File: src/rtl/alu_pkg.sv
// Shared definitions for the simple_alu slice: opcode encoding and the status flag bundle.
package alu_pkg;

    localparam int ALU_OP_WIDTH = 3;

    typedef enum logic [ALU_OP_WIDTH-1:0] {
        OP_ADD = 3'b000,
        OP_SUB = 3'b001,
        OP_AND = 3'b010,
        OP_OR  = 3'b011,
        OP_XOR = 3'b100,
        OP_NOT = 3'b101,
        OP_SHL = 3'b110,
        OP_SHR = 3'b111
    } alu_op_t;

    typedef struct packed {
        logic carry;
        logic zero;
        logic negative;
        logic overflow;
    } alu_flags_t;

endpackage

File: src/rtl/alu_shifter.sv
// Combinational logical shifter; shiftOut is the last bit pushed off the end, 0 for a zero shift.
module alu_shifter
    import alu_pkg::*;
#(
    parameter int WIDTH   = 4,
    parameter int SHAMT_W = $clog2(WIDTH)
) (
    input  logic [WIDTH-1:0]   value,
    input  logic [SHAMT_W-1:0] amount,
    input  logic               shiftRight,
    output logic [WIDTH-1:0]   shifted,
    output logic               shiftOut
);

    logic [WIDTH:0] leftWide;
    logic [WIDTH:0] rightWide;

    // One guard bit on each side catches the final shifted-out bit and stays 0 when amount is 0.
    assign leftWide  = {1'b0, value} << amount;
    assign rightWide = {value, 1'b0} >> amount;

    always_comb begin
        shifted  = leftWide[WIDTH-1:0];
        shiftOut = leftWide[WIDTH];
        if (shiftRight) begin
            shifted  = rightWide[WIDTH:1];
            shiftOut = rightWide[0];
        end
    end

endmodule

File: src/rtl/simple_alu.sv
// Registered 4-bit ALU: combinational datapath for 8 ops feeding one result/flag register stage.
module simple_alu
    import alu_pkg::*;
#(
    parameter int WIDTH    = 4,
    parameter int OP_WIDTH = 3
) (
    input  logic                clk,
    input  logic                rst,
    input  logic [WIDTH-1:0]    operandA,
    input  logic [WIDTH-1:0]    operandB,
    input  logic [OP_WIDTH-1:0] aluOp,
    output logic [WIDTH-1:0]    result,
    output logic                carry,
    output logic                zero,
    output logic                negative,
    output logic                overflow
);

    localparam int SHAMT_W = $clog2(WIDTH);

    alu_op_t          op;
    logic [WIDTH:0]   sumWide;
    logic [WIDTH:0]   diffWide;
    logic [WIDTH-1:0] shiftedValue;
    logic             shiftOut;
    logic [WIDTH-1:0] nextResult;
    alu_flags_t       nextFlags;
    logic [WIDTH-1:0] resultReg;
    alu_flags_t       flagsReg;

    assign op       = alu_op_t'(aluOp);
    assign sumWide  = {1'b0, operandA} + {1'b0, operandB};
    assign diffWide = {1'b0, operandA} - {1'b0, operandB};

    alu_shifter #(
        .WIDTH   (WIDTH),
        .SHAMT_W (SHAMT_W)
    ) shifter (
        .value      (operandA),
        .amount     (operandB[SHAMT_W-1:0]),
        .shiftRight (op == OP_SHR),
        .shifted    (shiftedValue),
        .shiftOut   (shiftOut)
    );

    // The top bit of the widened difference doubles as the unsigned borrow.
    always_comb begin
        nextResult         = '0;
        nextFlags          = '0;
        case (op)
            OP_ADD: begin
                nextResult         = sumWide[WIDTH-1:0];
                nextFlags.carry    = sumWide[WIDTH];
                nextFlags.overflow = (operandA[WIDTH-1] == operandB[WIDTH-1]) &&
                                     (sumWide[WIDTH-1] != operandA[WIDTH-1]);
            end
            OP_SUB: begin
                nextResult         = diffWide[WIDTH-1:0];
                nextFlags.carry    = diffWide[WIDTH];
                nextFlags.overflow = (operandA[WIDTH-1] != operandB[WIDTH-1]) &&
                                     (diffWide[WIDTH-1] != operandA[WIDTH-1]);
            end
            OP_AND: nextResult = operandA & operandB;
            OP_OR:  nextResult = operandA | operandB;
            OP_XOR: nextResult = operandA ^ operandB;
            OP_NOT: nextResult = ~operandA;
            OP_SHL, OP_SHR: begin
                nextResult      = shiftedValue;
                nextFlags.carry = shiftOut;
            end
            default: nextResult = '0;
        endcase
        nextFlags.zero     = (nextResult == '0);
        nextFlags.negative = nextResult[WIDTH-1];
    end

    // Reset leaves a zero result, so zero is the only flag that comes up set.
    always_ff @(posedge clk) begin
        if (rst) begin
            resultReg <= '0;
            flagsReg  <= '{carry: 1'b0, zero: 1'b1, negative: 1'b0, overflow: 1'b0};
        end else begin
            resultReg <= nextResult;
            flagsReg  <= nextFlags;
        end
    end

    assign result   = resultReg;
    assign carry    = flagsReg.carry;
    assign zero     = flagsReg.zero;
    assign negative = flagsReg.negative;
    assign overflow = flagsReg.overflow;

endmodule

File: config.mk
export PLATFORM = sky130hd
export DESIGN_NAME = simple_alu
export DESIGN_NICKNAME = d
export VERILOG_FILES = /design/src/rtl/alu_pkg.sv /design/src/rtl/alu_shifter.sv /design/src/rtl/simple_alu.sv
export SDC_FILE = /design/constraint.sdc
export NUM_CORES = 1
export LEC_CHECK = 0
export CAP_MARGIN = 10
export CORE_ASPECT_RATIO = 1.25
export CORE_UTILIZATION = 37
export CTS_CLUSTER_SIZE = 10
export DETAILED_ROUTE_END_ITERATION = 12
export PLACE_DENSITY = 0.75
export SLEW_MARGIN = 10
export SYNTH_ARGS = -nofsm -noshare
export SYNTH_HDL_FRONTEND = slang
export SYNTH_SLANG_ARGS = --single-unit
File: constraint.sdc
create_clock -name clk -period 2.15 [get_ports clk]
set_clock_uncertainty 0.2 [all_clocks]
set_input_delay 0.215 -clock clk [delete_from_list [all_inputs] [get_ports clk]]
set_output_delay 0.215 -clock clk [all_outputs]
set_load 0.02 [all_outputs]
# Yosys cells after proc, flatten, opt, wreduce, memory -nomap -nowiden
# Cells that the tools add are included.
# W data, S select, Z words.
[word_totals] reg_bits=8 latchBits=0 ramBits=0 romBits=0 output_inout_bits=8 memories=0
[op_classes] n_addsub=2 multipliers=0 div=0 n_lt_le_gt_ge=0 n_eq_ne=11 n_shift=2 mux=5 bitwise_logic=4 n_reduce_logical=5
[ops] cell="$pmux W4 S7" n=1
[ops] cell="$eq A3 B3 Y1 const B" n=4
[ops] cell="$eq A3 B2 Y1 const B" n=2
[ops] cell="$add A4 B4 Y5" n=1
[ops] cell="$shl A4 B2 Y5" n=1
[ops] cell="$shr A5 B2 Y5" n=1
[ops] cell="$sub A4 B4 Y5" n=1
[ops] cell="$and A4 B4 Y4" n=1
[ops] cell="$logic_not A4 Y1" n=1
[ops] cell="$mux W4" n=1
[ops] cell="$not A4 Y4" n=1
[ops] cell="$or A4 B4 Y4" n=1
[ops] cell="$xor A4 B4 Y4" n=1
[ops] cell="$eq A3 B1 Y1 const B" n=1
[ops] cell="$logic_not A3 Y1" n=1
[ops] cell="$ne A1 B1 Y1" n=3
[ops] cell="$pmux W1 S3" n=1
[ops] cell="$logic_and A1 B1 Y1" n=2
[ops] cell="$pmux W1 S2" n=1
[ops] cell="$reduce_or A2 Y1" n=1
[ops] cell="$eq A1 B1 Y1" n=1
[ops] cell="$mux W1" n=1

# Depth between registers and ports, before layout
[depth] word_depth=4 mapped_depth=9

# Modules after synthesis
# A second synthesis with hierarchy kept.
[hier_totals] cells_unflattened=133 area_unflattened_um2=1041.0
[modules_own_cells] mod="simple_alu" n_inst=1 cells_per_inst=103 area_per_inst_um2=829.5
[modules_own_cells] mod="alu_shifter" n_inst=1 cells_per_inst=30 area_per_inst_um2=211.5

# Worst setup path before layout
# No wires, ideal clock.
[synth_timing] path_kind="input port to flip-flop" startpoint="input port operandA[0]" endpoint="register flagsReg, in the netlist zero" setup_time_ns=0.088 t_arrival_ns=1.779 required_time_ns=1.862 path_slack_ns=0.083 stages=9 path_cell_list="inv_1 > ha_1 > fa_1 > xor2_1 > nor2_1 > a211oi_1 > a2111oi_0 > nor4_1 > nor4_2"
[synth_via] elab_chain_len=4 elab_cells_between_ends=11
[synth_lines] element="start, declared" line="simple_alu.sv:10" text="input logic [WIDTH-1:0] operandA,"
[synth_lines] element="branches (longest 2 deep; another with $sub A4 B4 Y5)"
[synth_lines] element="$pmux W4 S7 (*)" line="simple_alu.sv:51" text="case (op)"
[synth_lines] element="$logic_not A4 Y1 (*)" line="simple_alu.sv:74" text="nextFlags.zero = (nextResult == '0);"
[synth_lines] element="end signal, assigned" line="simple_alu.sv:82" text="flagsReg <= '{carry: 1'b0, zero: 1'b1, negative: 1'b0, overflow: 1'b0};"
[synth_lines] element="end signal, assigned" line="simple_alu.sv:85" text="flagsReg <= nextFlags;"
[synth_lines] element="end, declared" line="simple_alu.sv:30" text="alu_flags_t flagsReg;"
# Every way passes the cells marked *.
# A chain may end at the register's enable or synchronous reset.

# Worst setup path after layout
[layout_timing] startpoint="input port operandA[3]" endpoint="register flagsReg, in the netlist zero"
# The elaborated chain is that of the path after synthesis.

==> results.yml <==
floorplan:
  die_h_um: 59.8
  dieArea_um2: 2880
  core-area_um2: 2480
  rows: 20
  ios: 21
  fp.dieW_um: 48.2
  start_util_pct: 39.8
routing:
  wl_per_cell_um: 14.5
  m1WireLength_um: 1260
  ant_nets: 0
  wl_met2_um: 1600
  detail_route.first_pass.iterations: 4
  drt_wl_total_um: 3140
  vias_per_cell: 5.53
  topRoutingLayerUsed: "met4"
  vias: 1200
  route.met3.wl_um: 154
  drt-initial-drc-count: 48
  route.detailed.drc: 0
global_route:
  antenna_found_initial: 0
  overflow: 0
  grt_pass1_vias: 1176
  grt_max_degree: 15
  grt_pass1_wl_um: 5080
  grt_usage_pct: 24.7
clock_tree:
  clk_pin_slew_ns: 0.05
  hold_buffers: 0
  cts_tree: "built"
  cts_buffers: 3
  cts_buffer_depth: 2
  cts.sinks: 7
  htreeDepth: 1
  root_buffer: "clkbuf_4"
sta:
  setup_ws_ns: 0.165
  setup_viol: 0
  rsz0062_at_grt: "no"
  timing.hold.ws_ns: 0.464
  fin_setup_tns_ns: 0
  period_share_pct: 92.3
  drv_slew: 0
  period_needed_ns: 1.98
  final-hold-violation-count: 0
  max_freq_mhz: 504
  slew_headroom_pct: 76.5
  tightest_slew_ns: 0.353
yosys:
  seq_area_frac_synth_pct: 14.2
  ys_types: 42
  avgSynthCellArea_um2: 7.77
  synthArstFlopShare_pct: 0
  synth-main-ff-cell: "dfxtp_1"
  synth_fp_nets: 155
  ys_seq_elements: 7
  synth-edff-count: 0
  synthCells: 127
  yosys_warnings: 0
  syn_area_um2: 987
placed_design:
  finalWeightedCongestion: 0.928
  place_ws_ns: -0.534
  place_area_um2: 1450
  dp.final_hpwl_um: 2250
  portBuffers: 20
worst_setup_path:
  cp_max_fo: 3
  cp-start-kind: "input pin"
  endpoint_kind: "flop"
  cp.required_ns: 2.09
  crit_type: "in2reg"
  cp.arrival_ns: 1.92
  cp-startpoint: "operandA[3]"
power_and_ir_drop:
  clockPowerShare_pct: 19.5
  seqPwrFrac_pct: 23.6
  finalPower_uw: 617
  intPower_uw: 393
  ir_drop_v: 0.000229
  p_switching_uw: 224
  power_frac_comb_pct: 56.9
  power_leakage_uw: 0.000748
  power.share.switching_pct: 36.3
  p_per_area_nw_per_um2: 380
finish:
  diodes: 0
  final_cell_mix: "buf_4 (39), nor2_1 (16), clkdlybuf4s50_1 (14)"
  syn2layout_area_growth_pct: 64.5
  final_common_cell: "buf_4"
  drive_above_1_share_pct: 34.8
  final_nets: 213
  design_area_um2: 1620
min_path:
  holdPathStages: 5
  min_path_type: "in2reg"
  worstHoldStart: "operandA[1]"
  min_to: "result[1]$_SDFF_PP0_"
run:
  cap_violations: 0
outcome:
  status: "completed"
==> power groups by stage <==
stage          registers [µW]  logic [µW]  clock network [µW]
2_1_floorplan             164         146                   0
3_3_place_gp              148         301                   0
3_5_place_dp              148         307                   0
4_1_cts                   146         328                 120
5_1_grt                   147         378                 133
6_report                  146         351                 120
==> layer usage <==
| layer | track usage [%] | vias up |
|---|---|---|
| met5 | 0 | - |
| met4 | 14.7 | 0 |
| met3 | 2.42 | 12 |
| met2 | 41.1 | 55 |
| met1 | 29.1 | 555 |
| li1 | - | 578 |
==> cells in the mapped netlist (2+ instances only) <==
master	instances	area [µm²]
nor2_1	16	60.1
ha_1	13	163
inv_1	11	41.3
nand2_1	8	30.0
a21oi_1	7	35.0
dfxtp_1	7	140
o21ai_0	5	25.0
a211oi_1	4	30.0
buf_2	4	20.0
nor3_1	4	20.0
nor4_1	4	25.0
xnor2_1	4	35.0
a221oi_1	3	26.3
a311oi_1	2	17.5
a31oi_1	2	12.5
buf_4	2	15.0
clkbuf_1	2	7.51
fa_1	2	40.0
mux2i_1	2	20.0
o21ai_1	2	10.0
xor2_1	2	17.5
==> area by class of cell <==
cell class                      count  area, µm²
Clock buffer                        4       26.3
Fill cell                         179        853
Inverter                           12       45.0
Multi-Input combinational cell     99        816
Sequential cell                     7        140
Tap cell                           33       41.3
Timing Repair Buffer               62        556
==> metrics by stage <==
| stage | utilization, % | cells |
|---|---|---|
| 2_1_floorplan | - | 127 |
| 3_5_place_dp | 58.5 | 206 |
| 6_report | 65.6 | 217 |
| 5_1_grt | 65.6 | 217 |
| 4_1_cts | 62.9 | 215 |
| 3_3_place_gp | 58.5 | 206 |
==> what timing repair did <==
action,4_1_cts,5_1_grt
pin swaps,8,8
endpoints found under the hold margin,0,0
endpoints found under the setup margin,3,4
setup buffers,6,2
resized for setup,10,13
==> logic make-up (layout without fill, tap and decap cells) <==
kind of cell,Yosys count,after routing,synth area share (%)
AO/OA/AOI/OAI,36,36,26.6
XOR/XNOR,6,6,5.32
adder cells (fa/ha/maj),15,15,20.5
buffers and inverters,21,78,10.0
flip-flops,7,7,14.2
multiplexers,3,3,4.31
AND/OR/NAND/NOR,39,39,19.0
==> flip-flops by register name, summed over array words and instances, names as in the netlist <==
name,flops
result,4
carry,1
overflow,1
zero,1
==> worst max-delay path by stage <==
| stage | to | depth (start not counted) | slack [ns] |
|---|---|---|---|
| 2_1_floorplan | zero$_SDFF_PP1_ | 9 | 0.08 |
| 3_3_place_gp | zero$_SDFF_PP1_ | 10 | -0.49 |
| 3_5_place_dp | zero$_SDFF_PP1_ | 10 | -0.53 |
| 4_1_cts | zero$_SDFF_PP1_ | 10 | 0.009 |
| 5_1_grt | zero$_SDFF_PP1_ | 10 | 0.03 |
| 6_report | zero$_SDFF_PP1_ | 8 | 0.17 |
==> critical path, cell delays in order <==
cell	delay, ns
clkdlybuf4s50_1	0.50
buf_4	0.12
or3b_1	0.34
o41ai_1	0.07
a311oi_1	0.10
o32a_1	0.31
a211oi_2	0.20
nor4_2	0.05
Note: power is estimated with default switching activity, not from simulation.
